<file path="src/rtl/pipelined_control_unit.sv">
// Main decoder for the 5-stage RV32I pipeline. It decodes in ID and carries the control bundle
// through the ID/EX, EX/MEM and MEM/WB registers. Branches are resolved in EX.
module pipelined_control_unit #(
    parameter bit ENABLE_UPPER        = 1'b1,
    parameter bit ENABLE_ALL_BRANCHES = 1'b1,
    parameter bit ILLEGAL_STICKY      = 1'b1
) (
    input  logic       clk,
    input  logic       rst,
    input  logic [6:0] op_d,
    input  logic [2:0] funct3_d,
    input  logic       stall_d,
    input  logic       flush_e,
    input  logic       zero_e,
    input  logic       lt_e,
    input  logic       ltu_e,
    output logic [2:0] immsrc_d,
    output logic       illegal_d,
    output logic       alusrca_e,
    output logic       alusrcb_e,
    output logic [1:0] aluop_e,
    output logic [2:0] funct3_e,
    output logic       pcsrc_e,
    output logic       jalr_e,
    output logic       memwrite_m,
    output logic       regwrite_m,
    output logic [1:0] resultsrc_m,
    output logic       regwrite_w,
    output logic [1:0] resultsrc_w,
    output logic       illegal_w,
    output logic       illegal_seen
);

    localparam logic [6:0] OP_LOAD   = 7'b0000011;
    localparam logic [6:0] OP_ALUI   = 7'b0010011;
    localparam logic [6:0] OP_JALR   = 7'b1100111;
    localparam logic [6:0] OP_STORE  = 7'b0100011;
    localparam logic [6:0] OP_ALUR   = 7'b0110011;
    localparam logic [6:0] OP_BRANCH = 7'b1100011;
    localparam logic [6:0] OP_JAL    = 7'b1101111;
    localparam logic [6:0] OP_LUI    = 7'b0110111;
    localparam logic [6:0] OP_AUIPC  = 7'b0010111;

    typedef struct packed {
        logic       regwrite;
        logic [1:0] resultsrc;
        logic       memwrite;
        logic       branch;
        logic       jump;
        logic       jalr;
        logic [1:0] aluop;
        logic       alusrca;
        logic       alusrcb;
        logic       illegal;
    } ctrl_t;

    ctrl_t      ctrl_d;
    ctrl_t      ctrl_e;
    logic [2:0] funct3_q;
    logic       branch_ok;
    logic       illegal_m;
    logic       cond_e;

    always_comb begin
        branch_ok = 1'b0;
        case (funct3_d)
            3'b000, 3'b001:                 branch_ok = 1'b1;
            3'b100, 3'b101, 3'b110, 3'b111: branch_ok = ENABLE_ALL_BRANCHES;
            default:                        branch_ok = 1'b0;
        endcase
    end

    // Illegal or disabled encodings leave every control at zero, so they travel down the pipe as bubbles.
    always_comb begin
        ctrl_d   = '0;
        immsrc_d = 3'b000;
        case (op_d)
            OP_LOAD: begin
                ctrl_d.regwrite  = 1'b1;
                ctrl_d.alusrcb   = 1'b1;
                ctrl_d.resultsrc = 2'b01;
            end
            OP_ALUI: begin
                ctrl_d.regwrite = 1'b1;
                ctrl_d.alusrcb  = 1'b1;
                ctrl_d.aluop    = 2'b10;
            end
            OP_JALR: begin
                ctrl_d.regwrite  = 1'b1;
                ctrl_d.alusrcb   = 1'b1;
                ctrl_d.resultsrc = 2'b10;
                ctrl_d.jump      = 1'b1;
                ctrl_d.jalr      = 1'b1;
            end
            OP_STORE: begin
                immsrc_d        = 3'b001;
                ctrl_d.alusrcb  = 1'b1;
                ctrl_d.memwrite = 1'b1;
            end
            OP_ALUR: begin
                ctrl_d.regwrite = 1'b1;
                ctrl_d.aluop    = 2'b10;
            end
            OP_BRANCH: begin
                if (branch_ok) begin
                    immsrc_d      = 3'b010;
                    ctrl_d.branch = 1'b1;
                    ctrl_d.aluop  = 2'b01;
                end else begin
                    ctrl_d.illegal = 1'b1;
                end
            end
            OP_JAL: begin
                immsrc_d         = 3'b011;
                ctrl_d.regwrite  = 1'b1;
                ctrl_d.resultsrc = 2'b10;
                ctrl_d.jump      = 1'b1;
            end
            OP_LUI: begin
                if (ENABLE_UPPER) begin
                    immsrc_d         = 3'b100;
                    ctrl_d.regwrite  = 1'b1;
                    ctrl_d.alusrcb   = 1'b1;
                    ctrl_d.resultsrc = 2'b11;
                end else begin
                    ctrl_d.illegal = 1'b1;
                end
            end
            OP_AUIPC: begin
                if (ENABLE_UPPER) begin
                    immsrc_d        = 3'b100;
                    ctrl_d.regwrite = 1'b1;
                    ctrl_d.alusrca  = 1'b1;
                    ctrl_d.alusrcb  = 1'b1;
                end else begin
                    ctrl_d.illegal = 1'b1;
                end
            end
            default: ctrl_d.illegal = 1'b1;
        endcase
    end

    assign illegal_d = ctrl_d.illegal;

    // A stall and a flush in the same cycle still insert only one bubble.
    always_ff @(posedge clk or posedge rst) begin
        if (rst) begin
            ctrl_e   <= '0;
            funct3_q <= 3'b000;
        end else if (flush_e || stall_d) begin
            ctrl_e   <= '0;
            funct3_q <= 3'b000;
        end else begin
            ctrl_e   <= ctrl_d;
            funct3_q <= funct3_d;
        end
    end

    always_ff @(posedge clk or posedge rst) begin
        if (rst) begin
            regwrite_m  <= 1'b0;
            resultsrc_m <= 2'b00;
            memwrite_m  <= 1'b0;
            illegal_m   <= 1'b0;
        end else begin
            regwrite_m  <= ctrl_e.regwrite;
            resultsrc_m <= ctrl_e.resultsrc;
            memwrite_m  <= ctrl_e.memwrite;
            illegal_m   <= ctrl_e.illegal;
        end
    end

    always_ff @(posedge clk or posedge rst) begin
        if (rst) begin
            regwrite_w  <= 1'b0;
            resultsrc_w <= 2'b00;
            illegal_w   <= 1'b0;
        end else begin
            regwrite_w  <= regwrite_m;
            resultsrc_w <= resultsrc_m;
            illegal_w   <= illegal_m;
        end
    end

    assign alusrca_e = ctrl_e.alusrca;
    assign alusrcb_e = ctrl_e.alusrcb;
    assign aluop_e   = ctrl_e.aluop;
    assign jalr_e    = ctrl_e.jalr;
    assign funct3_e  = funct3_q;

    always_comb begin
        cond_e = 1'b0;
        case (funct3_q)
            3'b000:  cond_e = zero_e;
            3'b001:  cond_e = ~zero_e;
            3'b100:  cond_e = lt_e;
            3'b101:  cond_e = ~lt_e;
            3'b110:  cond_e = ltu_e;
            3'b111:  cond_e = ~ltu_e;
            default: cond_e = 1'b0;
        endcase
        pcsrc_e = ctrl_e.jump | (ctrl_e.branch & cond_e);
    end

    // In sticky mode, the flag rises together with illegal_w and then holds until reset.
    generate
        if (ILLEGAL_STICKY) begin : g_sticky
            logic seen_q;
            always_ff @(posedge clk or posedge rst) begin
                if (rst) seen_q <= 1'b0;
                else if (illegal_w) seen_q <= 1'b1;
            end
            assign illegal_seen = illegal_w | seen_q;
        end else begin : g_mirror
            assign illegal_seen = illegal_w;
        end
    endgenerate

endmodule

</file>
<file path="config.mk">
export PLATFORM = sky130hd
export DESIGN_NAME = pipelined_control_unit
export DESIGN_NICKNAME = d
export VERILOG_FILES = /design/src/rtl/pipelined_control_unit.sv
export SDC_FILE = /design/constraint.sdc
export NUM_CORES = 1
export LEC_CHECK = 0
export ABC_AREA = 1
export BUFFER_PORTS_ARGS = -buffer_cell sky130_fd_sc_hd__buf_2
export CELL_PAD_IN_SITES_DETAIL_PLACEMENT = 0
export CELL_PAD_IN_SITES_GLOBAL_PLACEMENT = 1
export CORE_ASPECT_RATIO = 1.25
export CORE_MARGIN = 2
export CORE_UTILIZATION = 33
export CTS_BUF_LIST = sky130_fd_sc_hd__clkbuf_4
export DETAILED_ROUTE_END_ITERATION = 16
export GPL_TIMING_DRIVEN = 0
export PLACE_DENSITY_LB_ADDON = 0.12
export SLEW_MARGIN = 20
export SYNTH_ARGS = -nofsm -noshare
export SYNTH_HDL_FRONTEND = slang
export SYNTH_SLANG_ARGS = --single-unit
</file>
<file path="constraint.sdc">
create_clock -name clk -period 1 [get_ports clk]
set_input_delay 0.2 -clock clk [delete_from_list [all_inputs] [get_ports clk]]
set_output_delay 0.2 -clock clk [all_outputs]
set_load 0.1 [all_outputs]
</file>
==> impl_metrics.yaml, run 1 <==
critical_path:
  critPathLaunchType: "flop"
  rrSetupSlack_ps: 50
  worstSetupPathType: "flop to output pin"
  worst-path-max-fanout: 5
  rr_endpoint: "g_sticky.seen_q"
  end_kind: "output pin"
  crit_arrival_ps: 1480
  worstPathRequired_ps: 800
  r2r-start: "illegal_w"
  r2r_cells: 2
logic_synthesis:
  synth_largest_area_cell: "dfrtp_1"
  synth-compound-area-share_pct: 7.30
  synth_commonest_cells: "25 x dfrtp_1, 15 x inv_1, 13 x nor2_1"
  ys_types: 23
  syn_nets: 121
  synthArstFlopShare_pct: 100
  synth_fa_ha_area_share_pct: 0
  synth_area_leaders: "dfrtp_1 60%, inv_1 5.4%, nor2_1 4.7%, nand2_1 3.9%, a21oi_2 3.3%"
  synth.most_common_cell: "dfrtp_1"
  synthFlopType: "dfrtp_1"
  netlist_instances: 104
  synth_edf_count: 0
  synth_top_area_share_pct: 59.8
  post_synth_and_or_nand_nor_area_fraction_pct: 23.6
  synth.area.mux_share_pct: 0
  ys_ff_latch: 25
  syn_area_sq_um: 1050
  synth_xor_area_share_pct: 0
  ys_warn_count: 0
  seq_area_frac_synth_pct: 59.8
  syn_avg_cell_area_sq_um: 10.1
  synth_top_family_by_area: "simple AND/OR/NAND/NOR gates"
die:
  start_util_pct: 35.2
  die_h_microns: 66.9
  core_area_sq_um: 2970
  die_x_microns: 54.4
  fp-row-count: 22
  ios: 39
  die_area_sq_um: 3640
cts:
  root_buffer: "clkbuf_4"
  clk_path_buf_depth: 2
  cts_tree: "built"
  insertion_delay_ps: 320
  cts_sinks: 25
  clk_pin_slew_ps: 140
  cts_made_buffers: 3
  cts_htree_levels: 1
placed_design:
  place_hpwl_mm: 1.51
  dpl-instance-area_sq_um: 1480
  gp_congestion: 0.762
  portBuffers: 38
  placed_cells: 178
flow_run:
  maxCapViolCount: 0
grt:
  antenna_found_initial: 0
  grt_max_degree: 26
  track_usage_pct: 12.9
  overflow: 0
  grt_pass1_wl_mm: 3.35
  grt_pass1_vias: 816
status:
  status: "complete, but fails checks"
  violations: "negative setup slack"
drt:
  viasPerCell: 4.43
  wl_per_cell_microns: 10.9
  ant_nets: 0
  drt_iter0_drc: 3
  vias: 838
  drc: 0
  firstDrtPassIters: 3
  routed_wl_mm: 2.05
power_and_ir_drop:
  vdd_drop_max_uv: 689
  leakagePower_uw: 0.000875
  power.density_nw_per_um2: 947
sta:
  hold_viol_final: 0
  tightestPinTransition_ps: 874
  setup_tns_ps: -4480
  setup_ws_ps: -680
  finalClockSkew_ps: 10.1
  finalSetupViolCount: 22
  fmax_mhz: 595
  drv_slew: 0
  min_period_ps: 1680
  slew_headroom_pct: 41.7
  timing.final.crit_share_pct: 168
  finalHoldWorstSlack_ps: 37.8
  grt_setup_unrepaired: "true"
finish:
  drive_above_1_share_pct: 69.9
  finalNetCount: 171
  area_delta_synth_final_pct: 89.8
  stdcell_area_sq_um: 1990
  antenna_cells: 0
  finalCoreUtilization_pct: 66.8
  final_cells: 189
hold_path:
  hp-class: "primary input to asynchronous set/reset pin"
-- report_power, final --
group / total (uW) / switching (uW) / internal (uW)
Clock: 444 / 291 / 153
Combinational: 394 / 239 / 155
Sequential: 1040 / 12.2 / 1030
Total: 1880 / 543 / 1340
-- what timing repair did --
item,4_1_cts,5_1_grt
buffers inserted,6,3
endpoints found under the setup margin,22,22
gates resized for setup,85,26
pin swaps,15,4
hold buffers,0,0
-- layout make-up --
| cell class | count | area [sq um] |
|---|---|---|
| inverters | 18 | 106 |
| clock buffers | 3 | 22.5 |
| plain buffers | 2 | 15.0 |
| flip-flops and latches | 25 | 653 |
| well taps | 36 | 45.0 |
| clock inverters | 1 | 7.51 |
| multi-input cells | 57 | 513 |
| repair buffers | 47 | 623 |
| fillers | 234 | 987 |
-- cells in the final DEF (no fill, tap or decap), drive strengths merged --
master	n
dfrtp	25
nand3	6
clkinv	1
nor2	19
clkbuf	3
inv	16
clkinvlp	2
nand4	1
nand3b	1
a21oi	7
buf	49
o21ai	3
or2	3
nand2	13
nor3	2
nor4	1
o211ai	1
-- worst max-delay path by stage --
stage,startpoint,end
3_3_place_gp,op_d[2],illegal_d
4_1_cts,funct3_e[2],pcsrc_e
3_5_place_dp,op_d[2],illegal_d
2_1_floorplan,funct3_e[2],pcsrc_e
6_report,funct3_e[2],pcsrc_e
5_1_grt,funct3_e[2],pcsrc_e
-- routing by layer --
metal  share of wire, %  GRT usage (%)  wire length (microns)  up-vias
met1                 33           12.5                    681      395
met4                3.1           9.38                     64        0
met5                  0              0                      0        -
li1                   -              -                      -      416
met2                 60           23.8                   1240       22
met3                3.3           1.57                     67        5
-- kinds of logic (layout without fill, tap and decap cells) --
kind of cell,after synthesis,count (layout)
compound gates,11,11
buf+inv,22,71
flops,25,25
simple gates,46,46
-- worst max-delay path, cell delays in order (launching register included) --
cell and delay (ps):
dfrtp_4 520, nand2_2 80, o21ai_2 50, nand2_1 50, nand3_1 70, nand2_1 80
nand2_2 90, nand2_8 70, buf_12 160
-- metrics by stage --
| step | setup WS (ps) | total power, uW |
|---|---|---|
| after detailed placement | -669 | 1360 |
| after global placement | -658 | 1350 |
| final | -680 | 1880 |
| after global routing | -765 | 1970 |
| after floorplan | -445 | 1270 |
| after CTS | -716 | 1870 |
-- flip-flops by register name, indices dropped and copies added (netlist names) --
signal,count
resultsrc_m,2
illegal_m,1
regwrite_m,1
jalr_e,1
illegal_w,1
alusrcb_e,1
memwrite_m,1
g_sticky.seen_q,1
regwrite_w,1
funct3_e,3
aluop_e,2
resultsrc_w,2
ctrl_e,7
alusrca_e,1
No activity file was read; power rests on OpenSTA's default activity.
==> run 2: changes to the inputs <==
--- a/config.mk
+++ b/config.mk
@@ -16,6 +16,7 @@
 export DETAILED_ROUTE_END_ITERATION = 16
 export GPL_TIMING_DRIVEN = 0
 export PLACE_DENSITY_LB_ADDON = 0.12
+export SKIP_CTS_REPAIR_TIMING = 1
 export SLEW_MARGIN = 20
 export SYNTH_ARGS = -nofsm -noshare
 export SYNTH_HDL_FRONTEND = slang
==> run 2 against run 1 <==
Net effect: the run still ends with negative setup slack left; via count down 0.60%; hold slack improved by 7.8 ps; clock skew decreased by 3.6 ps; critical endpoint unchanged; largest power group unchanged.
==> impl_metrics.yaml, run 2 (same netlist as run 1, synthesis figures left out) <==
drt:
  wl_per_cell_microns: 11.2
  drt_iter0_drc: 2
  firstDrtPassIters: 4
  viasPerCell: 4.41
  drc: 0
  ant_nets: 0
  routed_wl_mm: 2.12
  vias: 833
grt:
  grt_pass1_vias: 752
  track_usage_pct: 11.8
  grt_max_degree: 26
  antenna_found_initial: 0
  overflow: 0
  grt_pass1_wl_mm: 3.06
sta:
  finalSetupViolCount: 22
  timing.final.crit_share_pct: 170
  min_period_ps: 1700
  finalClockSkew_ps: 6.50
  slew_headroom_pct: 41.5
  hold_viol_final: 0
  tightestPinTransition_ps: 876
  grt_setup_unrepaired: "true"
  finalHoldWorstSlack_ps: 45.6
  drv_slew: 0
  setup_ws_ps: -696
  fmax_mhz: 590
finish:
  antenna_cells: 0
  final_cells: 189
  area_delta_synth_final_pct: 84.7
  finalCoreUtilization_pct: 65.0
  final_cell_mix: "17 x buf_12, 13 x buf_4, 11 x inv_1, 11 x dfrtp_1"
  drive_above_1_share_pct: 69.3
  largest_reg_flops: 7
  final_common_cell: "buf_12"
  regMostFlops: "ctrl_e"
  finalNetCount: 171
power_and_ir_drop:
  power.density_nw_per_um2: 961
  leakagePower_uw: 0.000863
  vdd_drop_max_uv: 576
die:
  core_area_sq_um: 2970
  fp-row-count: 22
  die_area_sq_um: 3640
  ios: 39
  start_util_pct: 35.2
  die_h_microns: 66.9
  die_x_microns: 54.4
cts:
  cts_htree_levels: 1
  clk_path_buf_depth: 2
  insertion_delay_ps: 310
  cts_tree: "built"
  cts_made_buffers: 3
  cts_sinks: 25
  clk_pin_slew_ps: 130
  root_buffer: "clkbuf_4"
critical_path:
  slowest_delay_ps: 530
  worstSetupPathType: "flop to output pin"
  critPathLaunchType: "flop"
  critical_path_buf_inv_count: 1
  rrSetupSlack_ps: 150
  r2r-start: "illegal_w"
  crit_chain: "o211ai_1 > nand3_1 > nand2_1 > nand2_2 > nand2_8 > buf_12"
  cp_top_family: "flip-flops"
  path_depth: 6
  worst-path-max-fanout: 5
  cpMaxStageDelayCell: "dfrtp_4"
  worstPathRequired_ps: 800
  crit_arrival_ps: 1500
  r2r_cells: 1
  end_kind: "output pin"
  rr_endpoint: "g_sticky.seen_q"
status:
  violations: "negative setup slack"
  status: "complete, but fails checks"
placed_design:
  placed_cells: 178
  place_hpwl_mm: 1.51
  portBuffers: 38
  gp_congestion: 0.762
hold_path:
  hp-class: "primary input to asynchronous set/reset pin"
flow_run:
  maxCapViolCount: 0
==> run 2: metrics by stage <==
| step | setup slack (ps) | power, uW | instance area (sq um) | setup TNS (ps) |
|---|---|---|---|---|
| global placement | -658 | 1350 | 1480 | -4060 |
| CTS | -975 | 1800 | 1510 | -9030 |
| detailed placement | -669 | 1360 | 1480 | -5190 |
| finish | -696 | 1860 | 1930 | -4420 |
| global route | -781 | 1940 | 1930 | -5310 |
| floorplan | -445 | 1270 | 1240 | -1090 |
==> run 2: final cells by class <==
cell class | count | area (sq um)
fillers | 240 | 1040
multi-input cells | 57 | 499
flip-flops and latches | 25 | 653
inverters | 18 | 104
well taps | 36 | 45.0
clock buffers | 3 | 22.5
clock inverters | 1 | 7.51
repair buffers | 47 | 586
plain buffers | 2 | 15.0
==> run 2: report_power, final <==
part | internal [uW] | switching [uW]
Sequential | 1030 | 13.3
Clock | 153 | 286
Combinational | 141 | 233
==> run 2: worst max path at each step <==
stage,from,slack (ps),end
final,funct3_e[2],-700,pcsrc_e
after global routing,funct3_e[2],-780,pcsrc_e
after CTS,funct3_e[2],-970,pcsrc_e
after detailed placement,op_d[2],-670,illegal_d
after global placement,op_d[2],-660,illegal_d
after floorplan,funct3_e[2],-440,pcsrc_e
==> run 2: metal layers <==
| layer | part of all wire [%] | wire (microns) | GRT usage [%] |
|---|---|---|---|
| met1 | 33 | 708 | 11.7 |
| met2 | 60 | 1270 | 20.9 |
| met3 | 3.2 | 67 | 1.35 |
| met4 | 3.4 | 73 | 9.38 |
| met5 | 0 | 0 | 0 |
==> run 3: changes to the inputs <==
--- a/config.mk
+++ b/config.mk
@@ -11,7 +11,7 @@
 export CELL_PAD_IN_SITES_GLOBAL_PLACEMENT = 1
 export CORE_ASPECT_RATIO = 1.25
 export CORE_MARGIN = 2
-export CORE_UTILIZATION = 33
+export CORE_UTILIZATION = 37
 export CTS_BUF_LIST = sky130_fd_sc_hd__clkbuf_4
 export DETAILED_ROUTE_END_ITERATION = 16
 export GPL_TIMING_DRIVEN = 0
==> constraint.sdc (replaced) <==
create_clock -name clk -period 1.85 [get_ports clk]
set_input_delay 0.37 -clock clk [delete_from_list [all_inputs] [get_ports clk]]
set_output_delay 0.37 -clock clk [all_outputs]
set_load 0.1 [all_outputs]
==> run 3 against run 2 <==
Net effect: register-to-register slack better by 910 ps; highest routed layer unchanged; clock skew down 6.3 ps; setup slack better by 790 ps; first-iteration DRC count up 100%; the run now ends clean; critical path type unchanged; critical path depth unchanged; cell count down 4.8%; die area down 10%; non-clock buffer count down 7.
==> impl_metrics.yaml, run 3 (same netlist as run 1, synthesis figures left out) <==
critical_path:
  crit_chain: "o211ai_1 > nand3_1 > nand2_1 > nand2_1 > nand2_2 > buf_12"
  slowest_delay_ps: 450
  cpMaxStageDelayCell: "dfrtp_2"
  critical_path_buf_inv_count: 1
  worstPathRequired_ps: 1480
  crit_top_cell: "nand2_1"
  cp_top_family: "flip-flops"
  worstSetupPathType: "flop to output pin"
  end_kind: "output pin"
  worst-path-max-fanout: 5
  critPathLaunchType: "flop"
  crit_arrival_ps: 1390
  rrSetupSlack_ps: 1060
grt:
  grt_use_met1_pct: 13.7
  grt_pass1_vias: 711
  grt_max_degree: 26
  gr-max-usage-layer: "met2"
  grt_use_met2_pct: 19.4
  antenna_found_initial: 0
  overflow: 0
  grt_pass1_wl_mm: 2.86
  track_usage_pct: 11.7
  use_met3_pct: 2.37
sta:
  tightestPinTransition_ps: 866
  hold_viol_final: 0
  setup_ws_ps: 94.0
  timing.final.crit_share_pct: 94.9
  slew_headroom_pct: 42.2
  finalSetupViolCount: 0
  min_period_ps: 1760
  finalHoldWorstSlack_ps: 229
  drv_slew: 0
  finalClockSkew_ps: 0.247
  setup_tns_ps: 0
  fmax_mhz: 569
  grt_setup_unrepaired: "true"
drt:
  wl_per_cell_microns: 9.54
  drc: 0
  ant_nets: 0
  firstDrtPassIters: 4
  drt_iter0_drc: 4
  vias: 787
  viasPerCell: 4.37
  routed_wl_mm: 1.72
placed_design:
  gp_congestion: 0.742
  portBuffers: 38
  placed_cells: 176
  dpl-instance-area_sq_um: 1290
  pre_cts_slack_ps: -131
  place_hpwl_mm: 1.40
power_and_ir_drop:
  vdd_drop_max_uv: 342
  power.density_nw_per_um2: 679
  leakagePower_uw: 0.000733
flow_run:
  maxCapViolCount: 0
finish:
  finalNetCount: 164
  regMostFlops: "ctrl_e"
  final_cells: 180
  antenna_cells: 0
  drive_above_1_share_pct: 51.4
  final_cell_mix: "34 x buf_2, 21 x dfrtp_1, 14 x inv_1, 12 x nor2_1, 8 x nand2_1"
  largest_reg_flops: 7
  stdcell_area_sq_um: 1360
  final_common_cell: "buf_2"
  area_delta_synth_final_pct: 29.5
cts:
  clk_pin_slew_ps: 120
  cts_tree: "built"
  clk_path_buf_depth: 2
  insertion_delay_ps: 300
  cts_htree_levels: 1
  cts_made_buffers: 3
  root_buffer: "clkbuf_4"
  cts_sinks: 25
die:
  start_util_pct: 39.0
  die_area_sq_um: 3270
  die_x_microns: 51.6
  fp-row-count: 21
  ios: 39
  die_h_microns: 63.4
  core_area_sq_um: 2680
status:
  status: "complete, no violations"
hold_path:
  hp-class: "primary input to asynchronous set/reset pin"
==> run 3: per-stage QoR <==
stage	util (%)	power, uW
after CTS	49.2	930
after global routing	50.6	975
final	50.6	920
after floorplan	-	667
after global placement	48.1	702
after detailed placement	48.1	705
==> run 3: power breakdown <==
group	internal, uW	total [uW]	switching, uW
Combinational	34.3	137	102
Clock	80.5	224	144
Sequential	555	559	4.20
Total	670	920	250
==> run 3: path summary, 6_finish.rpt <==
| path | start | end | depth (start not counted) |
|---|---|---|---|
| worst min register to register | ctrl_e[9] | resultsrc_m[0] | 0 |
| min in group clk | funct3_d[0] | funct3_e[0] | 3 |
| max in group asynchronous | rst | funct3_e[1] | 2 |
| worst max register to register | illegal_w | g_sticky.seen_q | 1 |
| worst max-delay path | funct3_e[2] | pcsrc_e | 6 |
| worst min-delay path | rst | g_sticky.seen_q | 2 |
==> run 3: cell type report <==
cell class	instances	area, sq um
buffer	4	30.0
inverter	18	71.3
multi-input combinational	57	333
sequential	25	631
timing repair buffer	38	220
clock inverter	1	5.00
clock buffer	3	22.5
tap	34	42.5
fill	277	1330
==> run 3: routing by layer <==
layer,vias up,wire (microns)
li1,403,-
met1,354,703
met2,28,861
met3,2,125
met4,0,27
met5,-,0
